`src/rtl/br_ckpt_stack.sv`:
```
// Branch checkpoint stack: one recovery slot per branch-mask bit. Each slot
// keeps the ROB tail, free-list head and fall-back PC of an in-flight branch,
// plus the mask of older branches it depends on. A mispredict delivers the
// saved state and a squash mask one cycle after resolution.
module br_ckpt_stack #(
   parameter int BR_MASK_W = 5,
   parameter int ROB_IDX_W = 5,
   parameter int FL_PTR_W  = 6,
   parameter int PC_W      = 64
) (
   input  logic                 clk,
   input  logic                 rst,
   input  logic                 is_br_i,
   input  logic [BR_MASK_W-1:0] br_mask_i,
   input  logic [ROB_IDX_W-1:0] rob_tail_i,
   input  logic [FL_PTR_W-1:0]  fl_head_i,
   input  logic [PC_W-1:0]      recover_pc_i,
   input  logic [1:0]           br_state_i,
   input  logic [BR_MASK_W-1:0] br_bit_i,
   output logic [BR_MASK_W-1:0] alloc_bit_o,
   output logic [BR_MASK_W-1:0] valid_o,
   output logic                 full_o,
   output logic                 recover_o,
   output logic [ROB_IDX_W-1:0] recover_rob_tail_o,
   output logic [FL_PTR_W-1:0]  recover_fl_head_o,
   output logic [PC_W-1:0]      recover_pc_o,
   output logic [BR_MASK_W-1:0] squash_mask_o
);

   // Resolution encodings shared with the ROB; 2'b00 means no resolution.
   localparam logic [1:0] BR_PR_CORRECT = 2'b01;
   localparam logic [1:0] BR_PR_WRONG   = 2'b10;

   // Slot state
   logic [BR_MASK_W-1:0] valid, valid_nxt;
   logic [BR_MASK_W-1:0] dep     [BR_MASK_W];
   logic [BR_MASK_W-1:0] dep_nxt [BR_MASK_W];
   logic [ROB_IDX_W-1:0] rob_tail_q [BR_MASK_W];
   logic [FL_PTR_W-1:0]  fl_head_q  [BR_MASK_W];
   logic [PC_W-1:0]      pc_q       [BR_MASK_W];
   logic                 full_q;

   // Decoded control
   logic                 res_ok;
   logic                 res_correct;
   logic                 res_wrong;
   logic [BR_MASK_W-1:0] resolved_bit;
   logic [BR_MASK_W-1:0] occupied;
   logic                 alloc_found;
   logic                 do_write;
   logic [BR_MASK_W-1:0] squash;
   logic [ROB_IDX_W-1:0] sel_rob_tail;
   logic [FL_PTR_W-1:0]  sel_fl_head;
   logic [PC_W-1:0]      sel_pc;

   // A resolution only counts when it names exactly one occupied slot.
   assign res_ok       = $onehot(br_bit_i) && |(br_bit_i & valid);
   assign res_correct  = res_ok && (br_state_i == BR_PR_CORRECT);
   assign res_wrong    = res_ok && (br_state_i == BR_PR_WRONG);
   assign resolved_bit = res_correct ? br_bit_i : '0;
   assign occupied     = br_mask_i | valid;

   // Allocation: lowest free slot, suppressed when the stack is full.
   always_comb begin
      // NOTE: every combinational output gets a default first so no path leaves it unassigned (no latch).
      alloc_bit_o = '0;
      alloc_found = 1'b0;
      for (int i = 0; i < BR_MASK_W; i++) begin
         if (!occupied[i] && !alloc_found) begin
            alloc_bit_o[i] = 1'b1;
            alloc_found    = 1'b1;
         end
      end
      if (full_q) alloc_bit_o = '0;
   end

   // A younger branch dispatching alongside a mispredict is itself squashed.
   assign do_write = is_br_i && !full_q && alloc_found && !res_wrong;

   // Squash mask and recovery-field select for the mispredicted slot.
   always_comb begin
      squash       = '0;
      sel_rob_tail = '0;
      sel_fl_head  = '0;
      sel_pc       = '0;
      if (res_wrong) begin
         squash = br_bit_i;
         for (int j = 0; j < BR_MASK_W; j++) begin
            if (valid[j] && |(dep[j] & br_bit_i)) squash[j] = 1'b1;
            if (br_bit_i[j]) begin
               sel_rob_tail = rob_tail_q[j];
               sel_fl_head  = fl_head_q[j];
               sel_pc       = pc_q[j];
            end
         end
      end
   end

   // Next valid/dep: release on correct, squash on wrong, then fill the new slot.
   always_comb begin
      valid_nxt = valid;
      for (int j = 0; j < BR_MASK_W; j++) dep_nxt[j] = dep[j];
      if (res_correct) begin
         valid_nxt = valid_nxt & ~br_bit_i;
         for (int j = 0; j < BR_MASK_W; j++) dep_nxt[j] = dep[j] & ~br_bit_i;
      end
      if (res_wrong) valid_nxt = valid_nxt & ~squash;
      if (do_write) begin
         valid_nxt = valid_nxt | alloc_bit_o;
         for (int j = 0; j < BR_MASK_W; j++) begin
            if (alloc_bit_o[j]) dep_nxt[j] = br_mask_i & ~resolved_bit;
         end
      end
   end

   // Slot control state register.
   always_ff @(posedge clk) begin
      // NOTE: sequential state uses non-blocking assignments so every register samples pre-edge values.
      if (rst) begin
         valid  <= '0;
         full_q <= 1'b0;
         for (int j = 0; j < BR_MASK_W; j++) dep[j] <= '0;
      end else begin
         valid  <= valid_nxt;
         full_q <= &valid_nxt;
         for (int j = 0; j < BR_MASK_W; j++) dep[j] <= dep_nxt[j];
      end
   end

   // Checkpoint payload capture at dispatch.
   always_ff @(posedge clk) begin
      // NOTE: payload storage is not reset; a slot is only read after its valid bit has been set by a write.
      for (int j = 0; j < BR_MASK_W; j++) begin
         if (do_write && alloc_bit_o[j]) begin
            rob_tail_q[j] <= rob_tail_i;
            fl_head_q[j]  <= fl_head_i;
            pc_q[j]       <= recover_pc_i;
         end
      end
   end

   // One-cycle registered recovery pulse with the saved state.
   always_ff @(posedge clk) begin
      if (rst || !res_wrong) begin
         recover_o          <= 1'b0;
         recover_rob_tail_o <= '0;
         recover_fl_head_o  <= '0;
         recover_pc_o       <= '0;
         squash_mask_o      <= '0;
      end else begin
         recover_o          <= 1'b1;
         recover_rob_tail_o <= sel_rob_tail;
         recover_fl_head_o  <= sel_fl_head;
         recover_pc_o       <= sel_pc;
         squash_mask_o      <= squash;
      end
   end

   assign valid_o = valid;
   assign full_o  = full_q;

endmodule

```
`config.mk`:
```
export PLATFORM = sky130hd
export DESIGN_NAME = br_ckpt_stack
export DESIGN_NICKNAME = d
export VERILOG_FILES = /design/src/rtl/br_ckpt_stack.sv
export SDC_FILE = /design/constraint.sdc
export NUM_CORES = 1
export LEC_CHECK = 0
export ABC_AREA = 1
export CAP_MARGIN = 20
export CORE_MARGIN = 2
export CORE_UTILIZATION = 51
export DETAILED_ROUTE_END_ITERATION = 7
export PLACE_DENSITY = 0.76
export SLEW_MARGIN = 20
export SYNTH_ARGS = -nofsm -noshare
export SYNTH_HDL_FRONTEND = slang
export SYNTH_SLANG_ARGS = --single-unit
```
`constraint.sdc`:
```
create_clock -name clk -period 4.7 [get_ports clk]
set_input_delay 0.705 -clock clk [delete_from_list [all_inputs] [get_ports clk]]
set_output_delay 0.705 -clock clk [all_outputs]
set_load 0.01 [all_outputs]
```
======== After elaboration in Yosys (flattened, before gate mapping) ========
Memory sizes are Yosys's and may differ from the RTL's.
Cells that the tools add are included.
cells by class
  add/sub/neg operators ................... 4
  bitwise logic cells ..................... 25
  reduce and logical (&&, ||, !) cells .... 50
  multiplexer cells ....................... 97
  equality and inequality tests ........... 3
operators with widths
  kind                                                                    count
  64-bit 2-to-1 mux                                                       9
  64-bit OR reduction                                                     4
  5-bit 2-to-1 mux                                                        25
  5-bit AND                                                               14
  6-bit 2-to-1 mux                                                        9
  25-bit 2-to-1 mux                                                       2
  5-bit OR reduction                                                      10
  1-bit 2-to-1 mux                                                        40
  3-bit 2-to-1 mux                                                        12
  6-bit OR reduction                                                      4
  1-bit logical AND                                                       20
  5-bit inverter                                                          3
  5-bit bitwise OR                                                        2
  1-bit zero test                                                         9
  1-bit bitwise OR                                                        5
  5-bit AND reduction                                                     1
  1-bit by 1-bit adder with 2-bit output                                  2
  2-bit by 2-bit adder with 3-bit output                                  1
  3-bit by 1-bit adder with 3-bit output                                  1
  3-bit by 1-bit equality test with 1-bit output (second input constant)  1
  2-bit by 1-bit equality test with 1-bit output (second input constant)  1
  2-bit equality test (second input constant)                             1
  2-bit OR reduction                                                      1
  1-bit logical OR                                                        1
  1-bit inverter                                                          1
storage, ports and cells
  memories ................................ 4
  memory bits (writable) .................. 400
  bits of input ports ..................... 90
  output and inout bits ................... 92
  register bits after elaboration ......... 87
memory list
  name        words  width  read ports  clocked after Yosys merged registers in  wr ports  line  text
  pc_q        5      64     5           0                                        1         40    logic [PC_W-1:0] pc_q [BR_MASK_W];
  fl_head_q   5      6      5           0                                        1         39    logic [FL_PTR_W-1:0] fl_head_q [BR_MASK_W];
  dep         5      5      5           0                                        5         36    logic [BR_MASK_W-1:0] dep [BR_MASK_W];
  rob_tail_q  5      5      5           0                                        1         38    logic [ROB_IDX_W-1:0] rob_tail_q [BR_MASK_W];

======== Logic depth before layout (Yosys ltp) ========
Gate-level depths: netlist of run 1.
  word-level depth ........................ 23
  gate-level depth with buffers ........... 18
  mapped depth without buffers ............ 15

======== Worst setup path after synthesis of run 1 ========
Ideal clock, no wire load.
  path type ............................... input to register
  start point ............................. in br_bit_i[3]
  end point ............................... mem fl_head_q[2][0] (netlist: fl_head_q[0][12]), enable pin
  arrival ................................. 4.286 ns
  path slack .............................. -0.017 ns
  stages on the path ...................... 13
  setup time .............................. 0.431 ns
  buffers on the path ..................... 2
  path through ............................ buf_4 -> clkinv_1 -> clkbuf_1 -> fa_1 -> fa_1 -> inv_1 -> ha_1 -> nor3_2 -> nand2_2 -> inv_4 -> nand2_4 -> nand3_1 -> inv_1
on the way
  longest elaborated chain between the ends .. 16
  elaborated cells on any way between the ends .. 37
  classes of those cells .................. add/sub (3); eq/ne (1); mux (18); bitwise (1); reduce/logical (14)
RTL lines
  what                                                                         line  text
  start: declaration                                                           19    input logic [BR_MASK_W-1:0] br_bit_i,
  1-bit by 1-bit adder with 2-bit output (not written as such)                 57    assign res_ok = $onehot(br_bit_i) && |(br_bit_i & valid);
  2-bit by 2-bit adder with 3-bit output (not written as such)                 57
  3-bit by 1-bit adder with 3-bit output (not written as such)                 57
  3-bit by 1-bit equality test with 1-bit output                               57
  1-bit logical AND *                                                          57
  1-bit logical AND *                                                          59    assign res_wrong = res_ok && (br_state_i == BR_PR_WRONG);
  1-bit zero test *                                                            78    assign do_write = is_br_i && !full_q && alloc_found && !res_wrong;
  1-bit logical AND *                                                          78
  1-bit logical AND                                                            134   if (do_write && alloc_bit_o[j]) begin
  1-bit 2-to-1 mux                                                             134
  1-bit 2-to-1 mux (not written as such)                                       136   fl_head_q[j] <= fl_head_i;
  6-bit OR reduction (no line)                                                 -
  3-bit 2-to-1 mux (no line) or 1-bit 2-to-1 mux (tied branches) (4 in a row)  -
  end: declaration                                                             39
Mark *: on every way between the ends. The rest lies on a longest branch, timed or not.

======== Final worst setup path of run 1 ========
  start point ............................. in br_bit_i[0]
  end point ............................... reg recover_pc_o[3]
on the way
  longest elaborated chain between the ends .. 9
  elaborated cells on any way between the ends .. 17
  classes of those cells .................. add/sub (3); eq/ne (1); mux (5); bitwise (2); reduce/logical (6)
RTL lines
  what                                                          line  text
  1-bit by 1-bit adder with 2-bit output (not written as such)  57
  2-bit by 2-bit adder with 3-bit output (not written as such)  57
  3-bit by 1-bit adder with 3-bit output (not written as such)  57
  3-bit by 1-bit equality test with 1-bit output                57
  1-bit logical AND                                             57
  1-bit logical AND                                             59
  1-bit zero test                                               144   if (rst || !res_wrong) begin
  1-bit logical OR                                              144
  2-bit OR reduction (no line)                                  -
  end signal: assignment                                        154   recover_pc_o <= sel_pc;
  end: declaration                                              26    output logic [PC_W-1:0] recover_pc_o,
Several ways; a longest one is shown, not always the timed one.
A chain may end at the register's enable or synchronous reset.

==> results of run 1 <==
## worst max-delay path, cell delays in order
cell,delay [ns]
clkdlybuf4s50_1,0.58
inv_1,0.18
fa_1,0.53
fa_1,0.37
inv_1,0.07
ha_1,0.23
nor3_2,0.35
nand2_2,0.11
inv_4,0.09
nand2_4,0.08
inv_4,0.09
nand2_4,0.07
inv_4,0.35
buf_12,0.25
o21ai_0,0.12
a21oi_1,0.19
## registers in the layout, summed over array words and instances (netlist names)
register / count
full_o: 1
pc_q: 320
dep: 20
fl_head_q: 30
recover_o: 1
squash_mask_o: 5
recover_fl_head_o: 6
recover_rob_tail_o: 5
recover_pc_o: 64
rob_tail_q: 25
valid_o: 5
## cell usage in the layout (no fill, tap or decap), drive strengths merged
cell | Yosys | layout
a21oi | 175 | 175
a221o | 75 | 75
buf | 22 | 22
bufinv | 0 | 3
clkbuf | 57 | 69
clkdlybuf4s50 | 0 | 177
clkinv | 2 | 16
clkinvlp | 0 | 2
dfxtp | 107 | 107
diode | 0 | 5
edfxtp | 375 | 375
fa | 2 | 2
ha | 1 | 1
inv | 33 | 32
nand2 | 109 | 109
nand3 | 14 | 14
nand4 | 4 | 4
nor2 | 27 | 27
nor3 | 2 | 2
nor4 | 2 | 2
o211ai | 75 | 75
o21ai | 89 | 89
or2 | 2 | 2
## layer usage
metal,GRT usage,routed length (um),up-vias
li1,-,-,4864
met1,0.2732,15600,5218
met2,0.3849,20220,449
met3,0.04815,3061,104
met4,0.09422,1392,4
met5,0,26,-
## cell families (layout without fill, tap and decap cells)
logic type / Yosys count / in the layout / share of synthesized area
other: 0 / 5 / 0
AO/OA/AOI/OAI: 414 / 414 / 0.1661
flip-flops: 482 / 482 / 0.7602
adder cells (fa/ha/maj): 3 / 3 / 0.002981
AND/OR/NAND/NOR: 160 / 160 / 0.03995
buffers and inverters: 114 / 321 / 0.03080
## area by class of cell
class | instances | area [sq um]
Antenna cell | 5 | 12.51
Multi-Input combinational cell | 577 | 3692
Sequential cell | 482 | 13400
Inverter | 35 | 157.7
Fill cell | 2466 | 12960
Tap cell | 455 | 569.3
Clock inverter | 18 | 158.9
Clock buffer | 69 | 1351
Timing Repair Buffer | 199 | 1987
## how the worst max path moves through the flow
stage | startpoint | to | slack, ns
after global routing | br_bit_i[0] | recover_pc_o[3] | 0.60
after floorplan | br_bit_i[3] | fl_head_q[0][12] | 0.08
after detailed placement | br_bit_i[0] | recover_pc_o[3] | 0.28
after CTS | br_bit_i[0] | recover_pc_o[3] | 0.80
after global placement | br_bit_i[0] | fl_head_q[0][2] | 0.38
final | br_bit_i[0] | recover_pc_o[3] | 0.78
## power groups by stage
stage	sequential, mW	combinational [mW]	clock (mW)
after detailed placement	4.84	0.512	0
after floorplan	4.84	0.273	0
after global routing	4.76	0.557	3.87
after CTS	4.75	0.515	3.68
after global placement	4.84	0.502	0
final	4.75	0.515	3.63
==> summary.md, run 1 <==
The switching part of the total power is 0.2077, and the flop and latch count out of synthesis is 482. The net switching component of the power was 1.848 mW; the number of cells on the worst hold path was 2. Yosys printed 0 warnings. The number of sinks driven by the clock tree came out at 482.

The tools report the worst reg2reg path endpoint as pc_q[0][97]. The run gives 0.2816 ns as the worst setup slack before clock tree synthesis. The tools report the cell area after placement as 19810 sq um. For the total power draw, the log shows 8.897 mW. Register area share after synthesis: 0.7602. The run gives 1748 as the number of cells in the design after placement. The share of power burned in combinational logic is 0.058. The root buffer cell chosen for the clock tree is clkbuf_16.

The global-route wire length before repair is 61240 um, and the internal cell power is 7.049 mW. The maximum fanout count along the critical path came out at 30. For the final database, setup skew stands at 0.008963 ns. The tools report the final number of setup-violating endpoints as 0. The part of the total power dissipated in the clock network was 0.408. The share of synthesized registers carrying an async set or reset was 0; the post-route minimum period was 3.923 ns.

The total of max-cap violations was 0; the post-synthesis instance area was 17630 sq um. The area share of the largest cell type after synthesis is 0.6387. TritonCTS built the clock tree. TritonCTS created 47 clock buffers.

The clock-pin slew of the registers on the worst-case setup and hold paths is 0.06 ns, and the initial core utilization is 0.5142. Static timing analysis puts the maximum clock frequency at 254.9 MHz. The origin of the worst min-delay path is dep[0][3]. The startpoint type of the worst setup path was an input pin. The count of vias placed by the detailed router was 10640; the post-route clock period utilization was 0.8347. By count the netlist is led by edfxtp_1 (375), a21oi_1 (136), dfxtp_1 (107), nand2_1 (105). Total routed wirelength: 40310 um. The actual slew at the worst max-slew pin is 1.062 ns. The area growth from synthesis to layout is 20.99%. The share of cells above drive strength 1 is 0.1377. Remaining routing DRC violations: 0. The run gives 0 as the remaining number of nets flagged by the antenna check after routing.

The beginning of the worst register-to-register path is valid_o[0]. Setup repair after global routing left no endpoint under its margin. Detailed placement finished with a half-perimeter wire length of 21910 um. The number of input and output port buffers inserted was 181; the largest net degree at the start of global routing was 82. The tools report the placeable core area as 34290 sq um.

Power spread over the standard cell area amounts to 417.1 nW/um^2. The chip height came out at 189.9 um. The first routing iteration left 874 violations.

Data on the critical path arrives at its endpoint at 4.39 ns. Number of standard cells in the final layout excluding fillers: 1840. By area the synthesized netlist is led by edfxtp_1 (64%), dfxtp_1 (12%), a221o_1 (4.3%). Routability-driven placement finished with a final weighted congestion of 0.9504. Primary flip-flop cell chosen by synthesis mapping: edfxtp_1. Floorplan row count: 68. After clock tree synthesis, the repair step resized 0 gates.

Setup slack on the critical path of the routed design comes to 0.7768 ns. The flow ran to the end, and the final reports show no timing, DRC or antenna violations. The tools report the remaining global-route overflow as 0. The setup slack of the most critical reg-to-reg path came out at 2.05 ns. In this run the worst hold path is classified as register to register. The H-tree generated during clock tree synthesis spans 2 levels.

The first detailed-routing pass took 5 iterations. The path with the worst hold slack has its endpoint at dep[0][3]. The tools report the net count after synthesis as 1266. The number of different library cells used by synthesis comes to 33. The share of the core filled with cells was 0.6221. Headroom to the max-slew limit: 0.2920. The dominant cell type by area after synthesis was edfxtp_1. The number of hold buffers added after CTS was 0. The cell count after synthesis is 1173. In this run the count of I/O pins placed on the die edge is 182. The floorplan step defined a die boundary enclosing 36070 sq um.

Data on the critical path is required at its endpoint by 5.16 ns. For the global-route usage over all layers, the log shows 0.2232. The average instance in the mapped netlist occupies 15.03 sq um. In the final routed layout, each cell accounts on average for 21.91 um. The clock latency of the later-clocked register in the worst-skew pair was 0.55 ns; the part of the power in registers was 0.534.

Across all hold checks on the routed design, the worst slack comes to 0.4634 ns. The depth of the worst register-to-register path was 5. The worst-case IR drop observed on VDD is 0.3132 mV.

The run gives 0 ns as the total negative setup slack. The via count of the first global-routing pass is 10870, and the number of post-CTS setup repair buffers is 0. The number of enable-type register cells in the synthesized netlist is 375.

After routing the design area is 21330 sq um. The final count of hold timing violations was 0; the average via count per standard cell was 5.782. The final net count is 1435. The path type of the worst setup path was input pin to register. In the post-synthesis netlist, the cell with the most instances is edfxtp_1. The largest buffer count on any clock path is 3, and the total leakage power is 6.967 nW.

From left edge to right edge, the die measures 189.9 um. The worst setup path is captured at a register. The number of antenna violations at the first check in global routing is 6, and the count of pins over their slew limit is 0.
Note: power is estimated with default switching activity, not from simulation.
==> inputs of run 2 (changes only) <==
CORE_UTILIZATION = 56   (was 51)
PLACE_DENSITY = 0.79   (was 0.76)
clock period = 3.8 ns   (was 4.7 ns; I/O delays follow)
==> summary.md, run 2 (same netlist as run 1, synthesis figures left out) <==
The run gives 11180 (+2.8%) as the via count of the first global-routing pass. The logs give 11.19 mW (+26%) for the total power draw and 0 (unchanged) for the number of post-CTS setup repair buffers. The number of input and output port buffers inserted was 181 (unchanged); the placeable core area was 30830 sq um (-10%). The tools report the count of vias placed by the detailed router as 11270 (+5.9%). The root buffer cell chosen for the clock tree is clkbuf_16.

Global-route wire length before repair: 63770 um (+4.1%). For the largest buffer count on any clock path, the log shows 3 (unchanged). The tools report the startpoint type of the worst setup path as an input pin. The register with the most flip-flops in the final layout is pc_q. The delay of the slowest cell on the worst path works out to 0.58 ns (about the same). The remaining routing DRC violations is 0 (unchanged), and the number of placed I/O pins is 182 (unchanged). The logs give 3.64 ns (-0.75 ns) for the arrival time at the worst endpoint and 0 (unchanged) for the number of buffers added to fix hold violations after cts. The global-route usage over all layers is 0.2513 (+0.02802).

The cell type of the slowest stage on the worst timing path was clkdlybuf4s50_1. The final count of hold timing violations was 0 (unchanged); the post-route clock period utilization was 0.8363. Number of sinks driven by the clock tree: 482 (unchanged).

The setup clock skew after layout is 0.01715 ns (+0.008186 ns). In the final layout, the registers with the most flip-flops are pc_q x320, recover_pc_o x64, fl_head_q x30. The detailed placer's ending HPWL was 23080 um (+5.4%).

The number of detailed-route iterations in the first pass is 5 (unchanged), and the clock-pin slew of the registers on the worst-case setup and hold paths is 0.06 ns (about the same). The maximum level of the CTS H-tree was 2 (unchanged). The initial core utilization is 0.5719 (+0.05768). The critical path goes through clkdlybuf4s50_1, inv_1, fa_1, fa_2, inv_2, ha_4, nor3_4, nand2_2, inv_4, nand2_8, inv_4, nand2_4, inv_4, buf_12, o21ai_0, a21oi_1.

The maximum fanout count along the critical path was 33 (+10%). The critical path capture point type was a register. The total routed wirelength is 41920 um (+4.0%), and the worst ir drop on vdd is 0.4773 mV (+52%).

From synthesis to final layout, the design area changed by 22.53%. TritonCTS built the clock tree. The family of cells with the greatest summed delay on the critical path is buffers and inverters. The total of fill cells in the finished design was 1897 (-23%); the average via count per standard cell was 6.279 (+8.6%).

Setup slack of the most critical reg-to-reg path: 1.65 ns (-0.40 ns). Required time at the worst-slack endpoint: 4.27 ns (-0.89 ns). The actual slew at the worst max-slew pin was 1.105 ns (+0.04321 ns); the final net count was 1453 (+1.3%). The sum of buffers and inverters on the critical path works out to 7 (unchanged). The die extent in x is 181.4 um (-4.5%). The tools report the last weighted congestion value of the routability-driven placer as 0.9258 (-2.6%).

Number of antenna violations at the first check in global routing: 5 (-1). The run finished with clean final reports. The library cell used most frequently in the layout, excluding fill and tap cells, is edfxtp_1. The logs give 1118 (+28%) for the number of violations reported at the end of detailed-routing iteration 0 and 0 (unchanged) for the count of pins over their slew limit. For the total of max-cap violations, the log shows 0 (unchanged). The run gives 0.6219 ns (-0.1549 ns) as the minimum setup slack in the final design. Setup repair after global routing left no endpoint under its margin. The post-route minimum period came out at 3.178 ns.

The post-cts gate resize count was 0 (unchanged); the headroom to the max-slew limit was 0.2632 (-0.02881). The path type of the worst setup path is input pin to register. The chip height came out at 181.4 um (-4.5%). Flip-flop count of the largest register after layout: 320 (unchanged).

The path class of the tightest hold or removal check is register to register. Among the stages of the critical path, the cell type that occurs most often is inv_4. The number of buffers inserted during clock tree synthesis is 46 (-2.1%). The final number of setup-violating endpoints is 0 (unchanged). The power density normalized to cell area is 518.0 nW/um^2 (+24%). The run gives 32920 sq um (-8.7%) as the total die area.

The remaining global-route overflow was 0 (unchanged). The tools report the worst setup slack before clock tree synthesis as 0.07204 ns (-0.2095 ns). Routed length per placed instance: 23.35 um (+6.6%). The top cell types in the final layout, fill and taps aside, are edfxtp_1 (375), clkdlybuf4s50_1 (177), a21oi_1 (136). The logs give 7.080 nW (+1.6%) for the total leakage power and 0.55 ns (about the same) for the clock latency of the later-clocked register in the worst-skew pair. Share of cells above drive strength 1: 0.1519 (+0.01418). The tools report the largest net degree at the start of global routing as 82 (unchanged).

Derived from the worst setup path, the maximum achievable clock frequency is 314.7 MHz. The tools report the remaining number of nets flagged by the antenna check after routing as 0 (unchanged). The tools report the floorplan row count as 64 (-5.9%).
## run 2: power by group
group / internal, mW / total, mW / leakage (nW) / switching, mW
logic: 0.247 / 0.683 / 2.06 / 0.436
registers: 5.83 / 5.88 / 4.29 / 0.0445
clock network: 2.75 / 4.63 / 0.736 / 1.87
## run 2: worst register-to-register path: stages (launching register included)
cell and delay, ns:
dfxtp_1 0.50, nor2_1 0.11, nor4_2 0.44, nand3_4 0.22, clkinvlp_4 0.16, buf_12 0.30
## run 2: area by class of cell
cell class,instances,area [sq um],share of cell area
inverter,35,167.7,0.007761
clock inverter,24,312.8,0.01448
clock buffer,60,1224,0.05664
tap,396,495.5,0.02294
antenna,3,7.507,0.0003475
timing repair buffer,218,2246,0.1040
multi-input combinational,577,3747,0.1735
sequential,482,13400,0.6204
## run 2: worst paths after layout
path	start	endpoint	cells after the start
hold reg to reg	dep[0][3]	dep[0][3]	2
setup reg to reg	valid_o[1]	pc_q[0][191]	5
hold / removal	dep[0][3]	dep[0][3]	2
setup / recovery	br_bit_i[0]	recover_pc_o[25]	16
## run 2: per-layer routing
| layer | global-route usage | wire (um) |
|---|---|---|
| met4 | 0.08195 | 984 |
| met3 | 0.04212 | 3638 |
| met5 | 0 | 33 |
| met2 | 0.4159 | 20480 |
| met1 | 0.3436 | 16780 |
## run 2: through the flow
stage / TNS (ns) / hold slack (ns) / cells / util / area, sq um
2_1_floorplan: -33.02 / 0.4391 / 1173 / - / 17730
3_3_place_gp: 0 / 0.4467 / 1708 / 0.6505 / 20060
3_5_place_dp: 0 / 0.4523 / 1708 / 0.6505 / 20060
4_1_cts: 0 / 0.4620 / 1792 / 0.7004 / 21590
5_1_grt: 0 / 0.4850 / 1795 / 0.7007 / 21600
6_report: 0 / 0.4634 / 1795 / 0.7007 / 21600
